$ cat src/rtl/pc_sequencer_pkg.sv
// =============================================================================
// Module      : pc_sequencer_pkg
// Description : Shared constants, opcode and state encodings for pc_sequencer.
// Revision    : 1.0 - initial release
// =============================================================================
`default_nettype none

package pc_sequencer_pkg;

    localparam int c_PC_W       = 9;
    localparam int c_BANK_DEPTH = 8;
    localparam int c_DEPTH_W    = 4;

    localparam logic [c_DEPTH_W-1:0] c_MAX_DEPTH = c_DEPTH_W'(c_BANK_DEPTH - 1);

    typedef enum logic [2:0] {
        OP_NEXT = 3'd0,
        OP_JMP  = 3'd1,
        OP_JZ   = 3'd2,
        OP_JNZ  = 3'd3,
        OP_CALL = 3'd4,
        OP_RET  = 3'd5,
        OP_HALT = 3'd6,
        OP_RSVD = 3'd7
    } op_e;

    typedef enum logic [2:0] {
        S_IDLE  = 3'd0,
        S_STEP  = 3'd1,
        S_PUSH  = 3'd2,
        S_SETC  = 3'd3,
        S_HALT  = 3'd4,
        S_FAULT = 3'd5
    } state_e;

endpackage

`default_nettype wire

$ cat src/rtl/call_depth_tracker.sv
// =============================================================================
// Module      : call_depth_tracker
// Description : Saturating up/down counter mirroring the PC bank stack pointer.
// Revision    : 1.0 - initial release
// =============================================================================
`default_nettype none

module call_depth_tracker
    import pc_sequencer_pkg::*;
(
    input  logic                 clk,
    input  logic                 rst,
    input  logic                 i_push,
    input  logic                 i_pop,
    output logic [c_DEPTH_W-1:0] o_count,
    output logic                 o_at_max,
    output logic                 o_at_min
);

    logic [c_DEPTH_W-1:0] r_count;
    logic                 w_at_max;
    logic                 w_at_min;

    assign w_at_max = (r_count == c_MAX_DEPTH);
    assign w_at_min = (r_count == '0);

    always_ff @(posedge clk or posedge rst) begin
        if (rst) begin
            r_count <= '0;
        end else if (i_push && !i_pop && !w_at_max) begin
            r_count <= r_count + 1'b1;
        end else if (i_pop && !i_push && !w_at_min) begin
            r_count <= r_count - 1'b1;
        end
    end

    assign o_count  = r_count;
    assign o_at_max = w_at_max;
    assign o_at_min = w_at_min;

endmodule

`default_nettype wire

$ cat src/rtl/pc_sequencer.sv
// =============================================================================
// Module      : pc_sequencer
// Description : Control-flow sequencer issuing one-hot strobes to the PC bank.
// Revision    : 1.0 - initial release
// =============================================================================
`default_nettype none

module pc_sequencer
    import pc_sequencer_pkg::*;
(
    input  logic                 clk,
    input  logic                 rst,
    input  logic                 instr_valid,
    output logic                 instr_ready,
    input  logic [2:0]           op,
    input  logic [c_PC_W-1:0]    target,
    input  logic                 zero,
    input  logic                 pc_err,
    output logic                 pc_inc,
    output logic                 pc_ref_inc,
    output logic                 pc_ref_dec,
    output logic                 pc_set,
    output logic [c_PC_W-1:0]    pc_set_value,
    output logic                 done,
    output logic [c_DEPTH_W-1:0] depth,
    output logic                 halted,
    output logic                 fault
);

    state_e              r_state;
    state_e              w_next;
    op_e                 r_op;
    logic [c_PC_W-1:0]   r_target;
    logic                r_zero;

    logic                w_accept;
    logic                w_taken;
    logic                w_push;
    logic                w_pop;
    logic                w_at_max;
    logic                w_at_min;

    assign w_accept = instr_valid && (r_state == S_IDLE);

    always_ff @(posedge clk or posedge rst) begin
        if (rst) begin
            r_state  <= S_IDLE;
            r_op     <= OP_NEXT;
            r_target <= '0;
            r_zero   <= 1'b0;
        end else begin
            r_state <= w_next;
            if (w_accept) begin
                r_op     <= op_e'(op);
                r_target <= target;
                r_zero   <= zero;
            end
        end
    end

    // Overflow/underflow are decided on the live op so no strobe ever leaves.
    always_comb begin
        w_next = r_state;
        case (r_state)
            S_IDLE: begin
                if (pc_err) begin
                    w_next = S_FAULT;
                end else if (instr_valid) begin
                    case (op_e'(op))
                        OP_NEXT, OP_JMP,
                        OP_JZ, OP_JNZ: w_next = S_STEP;
                        OP_CALL:       w_next = w_at_max ? S_FAULT : S_STEP;
                        OP_RET:        w_next = w_at_min ? S_FAULT : S_STEP;
                        OP_HALT:       w_next = S_HALT;
                        default:       w_next = S_FAULT;
                    endcase
                end
            end
            S_STEP: begin
                if (pc_err)                w_next = S_FAULT;
                else if (r_op == OP_CALL)  w_next = S_PUSH;
                else                       w_next = S_IDLE;
            end
            S_PUSH:  w_next = pc_err ? S_FAULT : S_SETC;
            S_SETC:  w_next = pc_err ? S_FAULT : S_IDLE;
            S_HALT:  w_next = S_HALT;
            S_FAULT: w_next = S_FAULT;
            default: w_next = S_FAULT;
        endcase
    end

    always_comb begin
        w_taken = 1'b0;
        case (r_op)
            OP_JMP:  w_taken = 1'b1;
            OP_JZ:   w_taken = r_zero;
            OP_JNZ:  w_taken = !r_zero;
            default: w_taken = 1'b0;
        endcase
    end

    always_comb begin
        pc_inc     = 1'b0;
        pc_ref_inc = 1'b0;
        pc_ref_dec = 1'b0;
        pc_set     = 1'b0;
        done       = 1'b0;
        case (r_state)
            S_STEP: begin
                case (r_op)
                    OP_CALL: pc_inc = 1'b1;
                    OP_RET: begin
                        pc_ref_dec = 1'b1;
                        done       = 1'b1;
                    end
                    default: begin
                        pc_set = w_taken;
                        pc_inc = !w_taken;
                        done   = 1'b1;
                    end
                endcase
            end
            S_PUSH: pc_ref_inc = 1'b1;
            S_SETC: begin
                pc_set = 1'b1;
                done   = 1'b1;
            end
            default: ;
        endcase
    end

    assign pc_set_value = pc_set ? r_target : '0;
    assign instr_ready  = (r_state == S_IDLE);
    assign halted       = (r_state == S_HALT);
    assign fault        = (r_state == S_FAULT);

    // Depth moves at the end of the strobe cycle, in step with the bank pointer.
    assign w_push = (r_state == S_PUSH);
    assign w_pop  = (r_state == S_STEP) && (r_op == OP_RET);

    call_depth_tracker u_depth (
        .clk      (clk),
        .rst      (rst),
        .i_push   (w_push),
        .i_pop    (w_pop),
        .o_count  (depth),
        .o_at_max (w_at_max),
        .o_at_min (w_at_min)
    );

endmodule

`default_nettype wire

$ cat config.mk
export PLATFORM = sky130hd
export DESIGN_NAME = pc_sequencer
export DESIGN_NICKNAME = d
export VERILOG_FILES = /design/src/rtl/pc_sequencer_pkg.sv /design/src/rtl/call_depth_tracker.sv /design/src/rtl/pc_sequencer.sv
export SDC_FILE = /design/constraint.sdc
export NUM_CORES = 1
export LEC_CHECK = 0
export ABC_AREA = 1
export ABC_CLOCK_PERIOD_IN_PS = 1900
export BUFFER_PORTS_ARGS = -buffer_cell sky130_fd_sc_hd__buf_2
export CORE_ASPECT_RATIO = 1.1
export CORE_UTILIZATION = 50
export DETAILED_ROUTE_END_ITERATION = 6
export MAX_ROUTING_LAYER = met4
export PLACE_DENSITY = 0.9
export SYNTH_ARGS = -nofsm -noshare
export SYNTH_HDL_FRONTEND = slang
export SYNTH_SLANG_ARGS = --single-unit
$ cat constraint.sdc
create_clock -name clk -period 1.9 [get_ports clk]
set_input_delay 0.095 -clock clk [delete_from_list [all_inputs] [get_ports clk]]
set_output_delay 0.095 -clock clk [all_outputs]
set_load 0.05 [all_outputs]
==> summary.md, run 1 <==
| Metric | Value |
|---|---|
| Hold path cells | 3 |
| Reg-to-reg setup timing slack | 0.17 ns |
| Residual overflow from global routing | 0 |
| DR DRC count | 0 |
| Count of yosys warnings during synthesis | 0 |
| Setup slack of the critical path after layout | 0.1313 ns |
| Die span in y | 53.62 um |
| Wire length of the first global-routing pass | 3.933 mm |
| GR Util All Layers | 19.99% |
| Placement Setup Slack | 0.04493 ns |
| Top-Level Pins | 38 |
| Req. time, crit path | 1.80 ns |
| Startpoint Class | flop |
| Area taken by multi-input logic gates | 611.8 um2 |
| Area inside the core boundary | 2275 um2 |
| Crit-path max cell delay | 0.43 ns |
| Diodes inserted | 0 |
| Buffers from clock root to sink, at most | 2 |
| Tcrit/Tclk final | 93.09% |
| Highest-delay cell along the critical path | dfrtp_1 |
| Detail-routed via count per cell | 4.710 |
| Initial antenna violation count | 0 |
| Final setup vio count | 0 |
| Max-capacitance violation count | 0 |
| Number of filler instances in the final layout | 208 |
| Number of sinks handled by clock tree synthesis | 20 |
| Synth Net Count | 169 |
| P per Cell Area | 696.6 nW/um2 |
| Number of storage elements in the synthesis netlist | 20 |
| Total via count in the routed design | 1041 |
| Critical Path Sink Type | output pin |
| Critical path buffers and inverters | 1 |
| Number of distinct standard cells referenced by the synthesized netlist | 24 |
| Wire length after detailed routing | 2.352 mm |
| R2R cell count | 12 |
| Final cell area excluding filler cells | 1529 um2 |
| First-iteration detailed-routing DRC count | 26 |
| Detailed-routing iteration count for the pre-antenna-repair pass | 4 |
| Fin nets | 212 |
| Post-detailed-placement cell area | 1431 um2 |
| Per-instance average area after synthesis | 8.129 um2 |
| Largest net degree at the start of global routing | 26 |
| Layout cells sized above 1 | 40.31% |
| Effective utilization at floorplan | 53.25% |
| Sequential-to-total area share from yosys stat | 41.32% |
| CTS tree | done |
| Worst hold slack | 0.02876 ns |
| Worst min-delay path startpoint | target[7] |
| Cell chosen for the clock root | clkbuf_4 |
| Area growth from synthesis to final layout | 26.24% |
| Post-synthesis instance area | 1211 um2 |
| Post-CTS Repair Setup Buffers | 0 |
| Design Power | 1.065 mW |
| Transition time at the pin with the least slew margin | 0.7313 ns |
| Headroom to the max-slew limit | 51.20% |
| Status | finished clean |
| Number of port buffers | 37 |
| Peak supply drop | 581.4 uV |
| Chain of cells forming the critical path | a21oi_1 > nor3b_2 > o21bai_2 > nor2_1 > buf_2 |
| Final Max Slew Viols | 0 |
| Maximum operating frequency | 0.5654 GHz |
| Total die area | 2623 um2 |
| Combined flip-flop and latch cell area | 505.5 um2 |
| Type of the tightest min-delay check | primary input to flop |
| Clock insertion delay at the later pin of the skew report | 0.29 ns |
| Detailed placer's ending HPWL | 1.750 mm |
| Minimum clock period after layout | 1.769 ns |
| Data arrival at the endpoint of the critical path | 1.67 ns |
| Cell type group with the largest total delay on the critical path | compound AO/OA/AOI/OAI gates |
| LEAKAGE | 0.8682 nW |
| Standard-cell row count | 18 |
| Clock-pin slew on the worst setup and hold paths | 0.12 ns |
| Die boundary width | 48.93 um |
| Number of endpoints with negative hold slack in the final report | 0 |
| Inserted Clock Buffers | 3 |
| Antenna Violating Nets Remaining | 0 |
| Skew final | 0.006330 ns |
| Mapped Cells | 149 |
| Startpoint of the worst register-to-register path | u_depth.o_count[3] |
| CP max FO | 10 |
| Detail-routed net length per standard cell | 10.64 um |
| Placer congestion estimate | 0.8281 |
| Capturing point of the worst reg2reg path | u_depth.o_count[3] |
| Via count of the first global-routing pass | 933 |
| Most frequent standard cell in the layout excluding fill and tap cells | buf_2 |
| Endpoint of the worst hold-timing path | r_target[7] |
| Top library cells by usage in the layout, fill and taps aside | buf_2 (37), inv_1 (26), nor2_1 (22) |
| CTS HTree Levels | 1 |
| Critical path type | flop to output pin |
-- synth_stat cells (all sizes together) --
cell / number / share of area (%)
a211oi: 1 / 0.62
a21oi: 14 / 8.6
buf: 2 / 2.5
dfrtp: 20 / 41
fa: 1 / 1.7
ha: 2 / 2.1
inv: 29 / 9.0
nand2: 24 / 8.5
nand3: 11 / 4.5
nand3b: 1 / 0.62
nor2: 29 / 12
nor3: 4 / 1.7
nor3b: 1 / 0.62
o21ai: 7 / 4.1
o21bai: 1 / 0.93
xnor2: 1 / 0.72
xor2: 1 / 0.72
-- metrics by stage --
stage / instances / utilization (%) / TNS, ns
after floorplan: 149 / - / 0
after global placement: 216 / 62.93 / 0
after detailed placement: 216 / 62.93 / 0
after CTS: 221 / 65.68 / 0
after global routing: 221 / 67.22 / -0.001192
final: 221 / 67.22 / 0
-- where the power goes --
| part | total [mW] | internal (mW) | switching, mW |
|---|---|---|---|
| clock network | 0.341 | 0.213 | 0.128 |
| registers | 0.484 | 0.460 | 0.0243 |
| logic | 0.240 | 0.0803 | 0.160 |
-- layout make-up --
class / instances / area share, %
clock buffers: 3 / 1.473
clock inverters: 1 / 1.964
inverters: 29 / 7.283
multi-input cells: 98 / 40.02
flip-flops and latches: 20 / 33.06
well taps: 30 / 2.455
repair buffers: 40 / 13.75
-- cells by family after synthesis --
logic type	Yosys count	synth area share [%]
AOI/OAI and AO/OA	23	14.26
adders and majority gates	3	3.719
buffers and inverters	31	11.47
xor gates and xnor gates	2	1.447
and+or+nand+nor	70	27.79
DFF	20	41.32
-- what timing repair did --
item / CTS / global route
setup endpoints to repair: 0 / 10
hold buffers: 1 / 0
endpoints found under the hold margin: 20 / 0
gates resized for setup: 0 / 6
-- layer usage --
layer / wire [um] / GRT usage, % / vias to the layer above
met5: 0 / - / -
met4: 0 / 2.941 / 0
met3: 47 / 2.542 / 0
met2: 1198 / 35.42 / 23
met1: 1106 / 25.36 / 472
li1: - / - / 546
-- sequential cells by signal, summed over array words and instances, names as in the netlist --
name and flops:
r_op 3, r_state 3, r_target 9, r_zero 1
u_depth.o_count 4
-- worst max path at each step --
stage | start | endpoint | cells past startpoint
global route | u_depth.o_count[3] | u_depth.o_count[3] | 12
global placement | r_state[2] | u_depth.o_count[3] | 13
CTS | r_state[2] | u_depth.o_count[3] | 13
floorplan | r_state[2] | u_depth.o_count[3] | 13
detailed placement | r_state[2] | u_depth.o_count[3] | 13
finish | r_op[1] | pc_set_value[1] | 5
-- worst register-to-register path, cell delays in order, from the launching register on --
cell,delay [ns]
dfrtp_2,0.45
inv_1,0.09
nand2_1,0.09
o21ai_4,0.22
ha_4,0.25
nand2_1,0.05
nand2_1,0.05
nor2_2,0.12
nand3_1,0.10
nand2_1,0.08
nand2_1,0.05
nand2_1,0.06
inv_1,0.03
No activity file was read; power rests on OpenSTA's default activity.
==> inputs of run 2 (changes only) <==
Settings changed: CORE_UTILIZATION 50 to 25, PLACE_DENSITY 0.9 to 0.57.
==> summary.md, run 2 (synthesis results as in run 1) <==
| Metric | Value |
|---|---|
| Setup slack of the critical path after layout | 0.1274 ns (-0.003914 ns) |
| Top register by number of flip-flops | r_target |
| Via count of the first global-routing pass | 942 (+0.96%) |
| Req. time, crit path | 1.80 ns (about the same) |
| Post-detailed-placement cell area | 1471 um2 (+2.8%) |
| CTS tree | done |
| Peak supply drop | 259.1 uV (-55%) |
| Number of endpoints with negative hold slack in the final report | 0 (unchanged) |
| Top-Level Pins | 38 (unchanged) |
| Buffers from clock root to sink, at most | 2 (unchanged) |
| Detail-routed via count per cell | 4.359 (-7.5%) |
| Area inside the core boundary | 4652 um2 (+100%) |
| Critical path type | flop to output pin |
| Total die area | 5127 um2 (+95%) |
| R2R cell count | 11 (-1) |
| Antenna Violating Nets Remaining | 0 (unchanged) |
| Residual overflow from global routing | 0 (unchanged) |
| Transition time at the pin with the least slew margin | 0.5243 ns (-0.2070 ns) |
| CP max FO | 10 (unchanged) |
| Detail-routed net length per standard cell | 10.80 um (+1.5%) |
| Initial antenna violation count | 0 (unchanged) |
| Effective utilization at floorplan | 26.04% (-27 points) |
| Placement Setup Slack | 0.04181 ns (-0.003118 ns) |
| Highest-delay cell along the critical path | o21bai_2 |
| Final setup vio count | 0 (unchanged) |
| Power spent charging and discharging nets | 333.9 uW (+7.0%) |
| Number of sinks handled by clock tree synthesis | 20 (unchanged) |
| Worst min-delay path startpoint | target[6] |
| Area taken by multi-input logic gates | 614.3 um2 (+0.41%) |
| Die span in y | 75 um (+40%) |
| Critical Path Sink Type | output pin |
| Startpoint of the worst register-to-register path | u_depth.o_count[0] |
| Capturing point of the worst reg2reg path | u_depth.o_count[3] |
| Final Max Slew Viols | 0 (unchanged) |
| Data arrival at the endpoint of the critical path | 1.68 ns (about the same) |
| Number of port buffers | 37 (unchanged) |
| Sw Ratio | 28.87% (-0.44 points) |
| Number of filler instances in the final layout | 503 (+140%) |
| Die boundary width | 68.37 um (+40%) |
| TNS Setup | 0 ns (unchanged) |
| Post-CTS Repair Setup Buffers | 0 (unchanged) |
| Type of the tightest min-delay check | primary input to flop |
| Clock-pin slew on the worst setup and hold paths | 0.08 ns (-0.04 ns) |
| Final cell area excluding filler cells | 1590 um2 (+4.0%) |
| First-iteration detailed-routing DRC count | 34 (+31%) |
| Endpoint of the worst hold-timing path | r_target[6] |
| Wire length of the first global-routing pass | 4.146 mm (+5.4%) |
| Combined flip-flop and latch cell area | 505.5 um2 (unchanged) |
| Total via count in the routed design | 1081 (+3.8%) |
| Layout cells sized above 1 | 41.15% (+0.83 points) |
| CTS HTree Levels | 1 (unchanged) |
| Top library cells by usage in the layout, fill and taps aside | buf_2 (37), inv_1 (26), nor2_1 (21), nand2_1 (21), dfrtp_1 (16) |
| Tcrit/Tclk final | 93.29% (+0.21 points) |
| GR Util All Layers | 11.35% (-8.6 points) |
| Diodes inserted | 0 (unchanged) |
| Clock insertion delay at the later pin of the skew report | 0.26 ns (-0.03 ns) |
| Detailed-routing iteration count for the pre-antenna-repair pass | 4 (unchanged) |
| Skew final | 0.002245 ns (-0.004085 ns) |
| Inserted Clock Buffers | 3 (unchanged) |
| Cell chosen for the clock root | clkbuf_8 |
| DR DRC count | 0 (unchanged) |
| Headroom to the max-slew limit | 65.03% (+14 points) |
| Largest net degree at the start of global routing | 26 (unchanged) |
| Sequential fraction of design power | 41.9% (-3.5 points) |
| Chain of cells forming the critical path | a21oi_1 > nor3b_2 > o21bai_2 > nor2_1 > buf_2 |
| Clk pwr share | 37.1% (+5.1 points) |
| Detailed placer's ending HPWL | 2.018 mm (+15%) |
| Largest register FFs | 9 (unchanged) |
| LEAKAGE | 0.8806 nW (+1.4%) |
| Maximum operating frequency | 0.5641 GHz (-0.22%) |
| Standard-cell row count | 26 (+8) |
| Placer congestion estimate | 0.7967 (-3.8%) |
| Wire length after detailed routing | 2.678 mm (+14%) |
| Hold path cells | 3 (unchanged) |
| Internal power consumption | 822.7 uW (+9.3%) |
| Setup repair after global routing missed its margin | no |
| Fin nets | 213 (+0.47%) |
| Startpoint Class | flop |
| Most frequent standard cell in the layout excluding fill and tap cells | buf_2 |
| Minimum clock period after layout | 1.773 ns (+0.003914 ns) |
| Status | finished clean |
| Reg-to-reg setup timing slack | 0.19 ns (+0.02 ns) |
| P per Cell Area | 727.2 nW/um2 (+4.4%) |
| Fraction of power consumed by combinational cells | 21.0% (-1.6 points) |
| Area growth from synthesis to final layout | 31.30% |
| Crit-path max cell delay | 0.43 ns (about the same) |
| Max-capacitance violation count | 0 (unchanged) |
==> run 2: cell count changes in the layout (fill, tap and decap cells not counted), sizes merged <==
| cell | delta |
|---|---|
| buf | +1 |
==> run 2: power groups by stage <==
stage	clock, mW	sequential (mW)	combinational [mW]
6_report	0.429	0.485	0.243
5_1_grt	0.457	0.490	0.271
3_3_place_gp	0	0.492	0.233
2_1_floorplan	0	0.510	0.143
4_1_cts	0.446	0.484	0.238
3_5_place_dp	0	0.493	0.236
==> run 2: what timing repair did <==
item / in CTS / in global routing
hold endpoints to repair: 20 / 0
hold buffers: 1 / 0
setup endpoints to repair: 0 / 10
gates resized for setup: 0 / 7
==> run 2: worst max-delay path by stage <==
stage	cells past startpoint	end	from	slack, ns
after CTS	13	u_depth.o_count[3]	r_state[2]	0.03
after global placement	13	u_depth.o_count[3]	r_state[2]	0.13
after floorplan	13	u_depth.o_count[3]	r_state[2]	0.04
after global routing	5	pc_set_value[8]	r_op[0]	0.03
final	5	pc_set_value[5]	r_op[1]	0.13
after detailed placement	13	u_depth.o_count[3]	r_state[2]	0.04
==> run 2: worst max-delay path: cells and delay by family (launching register included) <==
kind	cells	cell delay, ns
buffers and inverters	1	0.23
AOI/OAI and AO/OA	2	0.62
DFF	1	0.41
and+or+nand+nor	2	0.16
==> run 2: metrics by stage <==
step | total power [mW] | util (%) | hold WS [ns] | std cells
floorplan | 0.6530 | - | 0.05855 | 149
detailed placement | 0.7290 | 31.63 | 0.1460 | 243
finish | 1.157 | 34.19 | 0.07164 | 248
global placement | 0.7247 | 31.63 | 0.1406 | 243
CTS | 1.169 | 33.38 | 0.07041 | 248
global route | 1.218 | 34.19 | 0.07656 | 248
==> run 2: layout make-up <==
type | instances | share of cell area, %
Clock buffer | 3 | 2.596
Clock inverter | 1 | 1.888
Inverter | 29 | 7.002
Multi-Input combinational cell | 98 | 38.63
Sequential cell | 20 | 31.79
Tap cell | 56 | 4.406
Timing Repair Buffer | 41 | 13.69
==> run 2: layer usage <==
layer | GRT usage [%] | wire [um] | up-vias
met2 | 18.19 | 1343 | 21
li1 | - | - | 553
met5 | - | 0 | -
met3 | 1.364 | 77 | 4
met1 | 13.98 | 1204 | 503
met4 | 5.556 | 53 | 0
==> inputs of run 3 (changes only) <==
Settings changed: ABC_CLOCK_PERIOD_IN_PS 1900 to 1600, PLACE_DENSITY 0.57 to 0.59.
Clock period 1.9 ns to 1.6 ns, I/O delays scaled along.
==> summary.md, run 3 (synthesis results as in run 1) <==
| Metric | Value |
|---|---|
| Status | finished, violations left |
| Failing checks | negative setup slack |
| Design Power | 1.439 mW (+24%) |
| GR Util All Layers | 11.25% (-0.094 points) |
| R2R cell count | 12 (+1) |
| Placer congestion estimate | 0.8834 (+11%) |
| Wire length after detailed routing | 2.902 mm (+8.4%) |
| Setup slack of the critical path after layout | -0.02829 ns (-0.1557 ns) |
| Standard-cell row count | 26 (unchanged) |
| Effective utilization at floorplan | 26.04% (unchanged) |
| Tcrit/Tclk final | 101.8% |
| CTS HTree Levels | 1 (unchanged) |
| Max-capacitance violation count | 0 (unchanged) |
| Antenna Violating Nets Remaining | 0 (unchanged) |
| Via count of the first global-routing pass | 979 (+3.9%) |
| DR DRC count | 0 (unchanged) |
| CP max FO | 3 (-7) |
| Setup repair after global routing missed its margin | yes |
| Cell chosen for the clock root | clkbuf_8 |
| Hold path cells | 3 (unchanged) |
| Final setup vio count | 2 (+2) |
| Fin nets | 226 (+6.1%) |
| Reg-to-reg setup timing slack | -0.03 ns (-0.22 ns) |
| Top-Level Pins | 38 (unchanged) |
| Area growth from synthesis to final layout | 58.06% |
| Clock insertion delay at the later pin of the skew report | 0.26 ns (about the same) |
| Critical path type | flop to flop |
| Post-detailed-placement cell area | 1614 um2 (+9.7%) |
| Number of port buffers | 37 (unchanged) |
| Wire length of the first global-routing pass | 4.236 mm (+2.2%) |
| P per Cell Area | 751.6 nW/um2 (+3.4%) |
| Top register by number of flip-flops | r_target |
| Type of the tightest min-delay check | primary input to flop |
| Minimum clock period after layout | 1.628 ns |
| Internal power consumption | 1.009 mW (+23%) |
| Initial antenna violation count | 0 (unchanged) |
| Largest register FFs | 9 (unchanged) |
| Data arrival at the endpoint of the critical path | 1.79 ns (+0.11 ns) |
| Detail-routed net length per standard cell | 11.12 um (+3.0%) |
| Final Max Slew Viols | 0 (unchanged) |
| Inserted Clock Buffers | 3 (unchanged) |
| Detailed placer's ending HPWL | 2.128 mm (+5.4%) |
| Peak supply drop | 410.3 uV (+58%) |
| Startpoint Class | flop |
| Power spent charging and discharging nets | 429.9 uW (+29%) |
| Detail-routed via count per cell | 4.211 (-3.4%) |
| Layout cells sized above 1 | 56.59% (+15 points) |
| Die boundary width | 68.37 um (unchanged) |
| Req. time, crit path | 1.76 ns (-0.04 ns) |
| Worst min-delay path startpoint | target[6] |
| Total via count in the routed design | 1099 (+1.7%) |
| Routed wl met2 | 1.474 mm (+9.8%) |
| Number of filler instances in the final layout | 470 (-6.6%) |
| Startpoint of the worst register-to-register path | u_depth.o_count[3] |
| Die span in y | 75 um (unchanged) |
| Number of endpoints with negative hold slack in the final report | 0 (unchanged) |
| Clk pwr share | 35.3% (-1.8 points) |
| Sw Ratio | 29.88% (+1.0 points) |
| LEAKAGE | 0.9606 nW (+9.1%) |
| Met3 WL post-DR | 103 um (+34%) |
| Top library cells by usage in the layout, fill and taps aside | inv_1 (24), buf_2 (24), dfrtp_1 (16) |
| Sequential fraction of design power | 39.5% (-2.4 points) |
| Met1 WL | 1.297 mm (+7.7%) |
| Number of sinks handled by clock tree synthesis | 20 (unchanged) |
| Maximum operating frequency | 0.6141 GHz |
| Buffers from clock root to sink, at most | 2 (unchanged) |
| Transition time at the pin with the least slew margin | 0.5210 ns (-0.003286 ns) |
| Headroom to the max-slew limit | 65.23% (+0.20 points) |
| Worst hold slack | 0.04741 ns (-0.02423 ns) |
| Utilization of the core after routing | 41.15% (+7.0 points) |
| Total die area | 5127 um2 (unchanged) |
| Diodes inserted | 0 (unchanged) |
| Detailed-routing iteration count for the pre-antenna-repair pass | 4 (unchanged) |
| Beginning of the critical path | u_depth.o_count[3] |
| Uppermost routed layer | met4 |
| Skew final | 0.003160 ns (+0.0009141 ns) |
| Residual overflow from global routing | 0 (unchanged) |
| CTS tree | done |
| Largest net degree at the start of global routing | 26 (unchanged) |
| Critical Path Sink Type | flop |
| Area inside the core boundary | 4652 um2 (unchanged) |
| Clock-pin slew on the worst setup and hold paths | 0.08 ns (about the same) |
| First-iteration detailed-routing DRC count | 40 (+18%) |
| Fraction of power consumed by combinational cells | 25.2% (+4.2 points) |
| Final cell area excluding filler cells | 1914 um2 (+20%) |
## run 3: cell types whose count changed in the layout (fill, tap and decap cells not counted), sizes merged
cell,delta
clkbuf,+2
clkinv,+1
buf,+11
inv,-1
## run 3: worst paths after layout
kind | end
setup reg to reg | u_depth.o_count[3]
hold / removal | r_target[6]
min in group asynchronous | r_target[0]
max in group asynchronous | r_target[6]
hold reg to reg | r_target[0]
setup / recovery | u_depth.o_count[3]
## run 3: per-stage QoR
step	setup WS, ns	instances	setup TNS [ns]
3_5_place_dp	-0.03795	254	-0.03997
3_3_place_gp	0.005637	254	0
5_1_grt	-0.1221	261	-0.6567
2_1_floorplan	-0.1923	149	-0.2163
4_1_cts	-0.01498	260	-0.01781
6_report	-0.02829	261	-0.03889
## run 3: per-layer routing
| metal | track usage, % | vias up |
|---|---|---|
| li1 | - | 574 |
| met1 | 15.31 | 504 |
| met2 | 17.32 | 18 |
| met3 | 1.364 | 3 |
| met4 | 3.472 | 0 |
| met5 | - | - |
## run 3: repair_timing
action	in CTS	in global routing
hold endpoints to repair	12	0
hold buffers	1	0
pin swaps	5	11
resized for setup	31	24
setup buffers	1	1
setup endpoints to repair	13	17
## run 3: cell type report
type	instances	area (um2)	area share, %
clock buffers	3	41.29	2.157
repair buffers	54	405.4	21.18
multi-input cells	98	748.2	39.08
flip-flops and latches	20	505.5	26.41
clock inverters	1	30.03	1.569
inverters	29	113.9	5.948
well taps	56	70.07	3.660
## run 3: power by group through the flow
stage / combinational (mW) / sequential [mW] / clock [mW]
floorplan: 0.177 / 0.607 / 0
global placement: 0.313 / 0.573 / 0
detailed placement: 0.314 / 0.575 / 0
CTS: 0.327 / 0.567 / 0.524
global route: 0.397 / 0.573 / 0.537
finish: 0.362 / 0.569 / 0.508
## run 3: worst max-delay path, stage by stage, from the launching register on
cell,delay (ns)
dfrtp_2,0.41
inv_2,0.06
nand2_2,0.06
o21ai_4,0.20
ha_4,0.26
nand2_2,0.07
nand2_2,0.06
nor2_4,0.11
nand3_2,0.08
nand2_1,0.08
nand2_1,0.04
nand2_1,0.05
inv_1,0.03
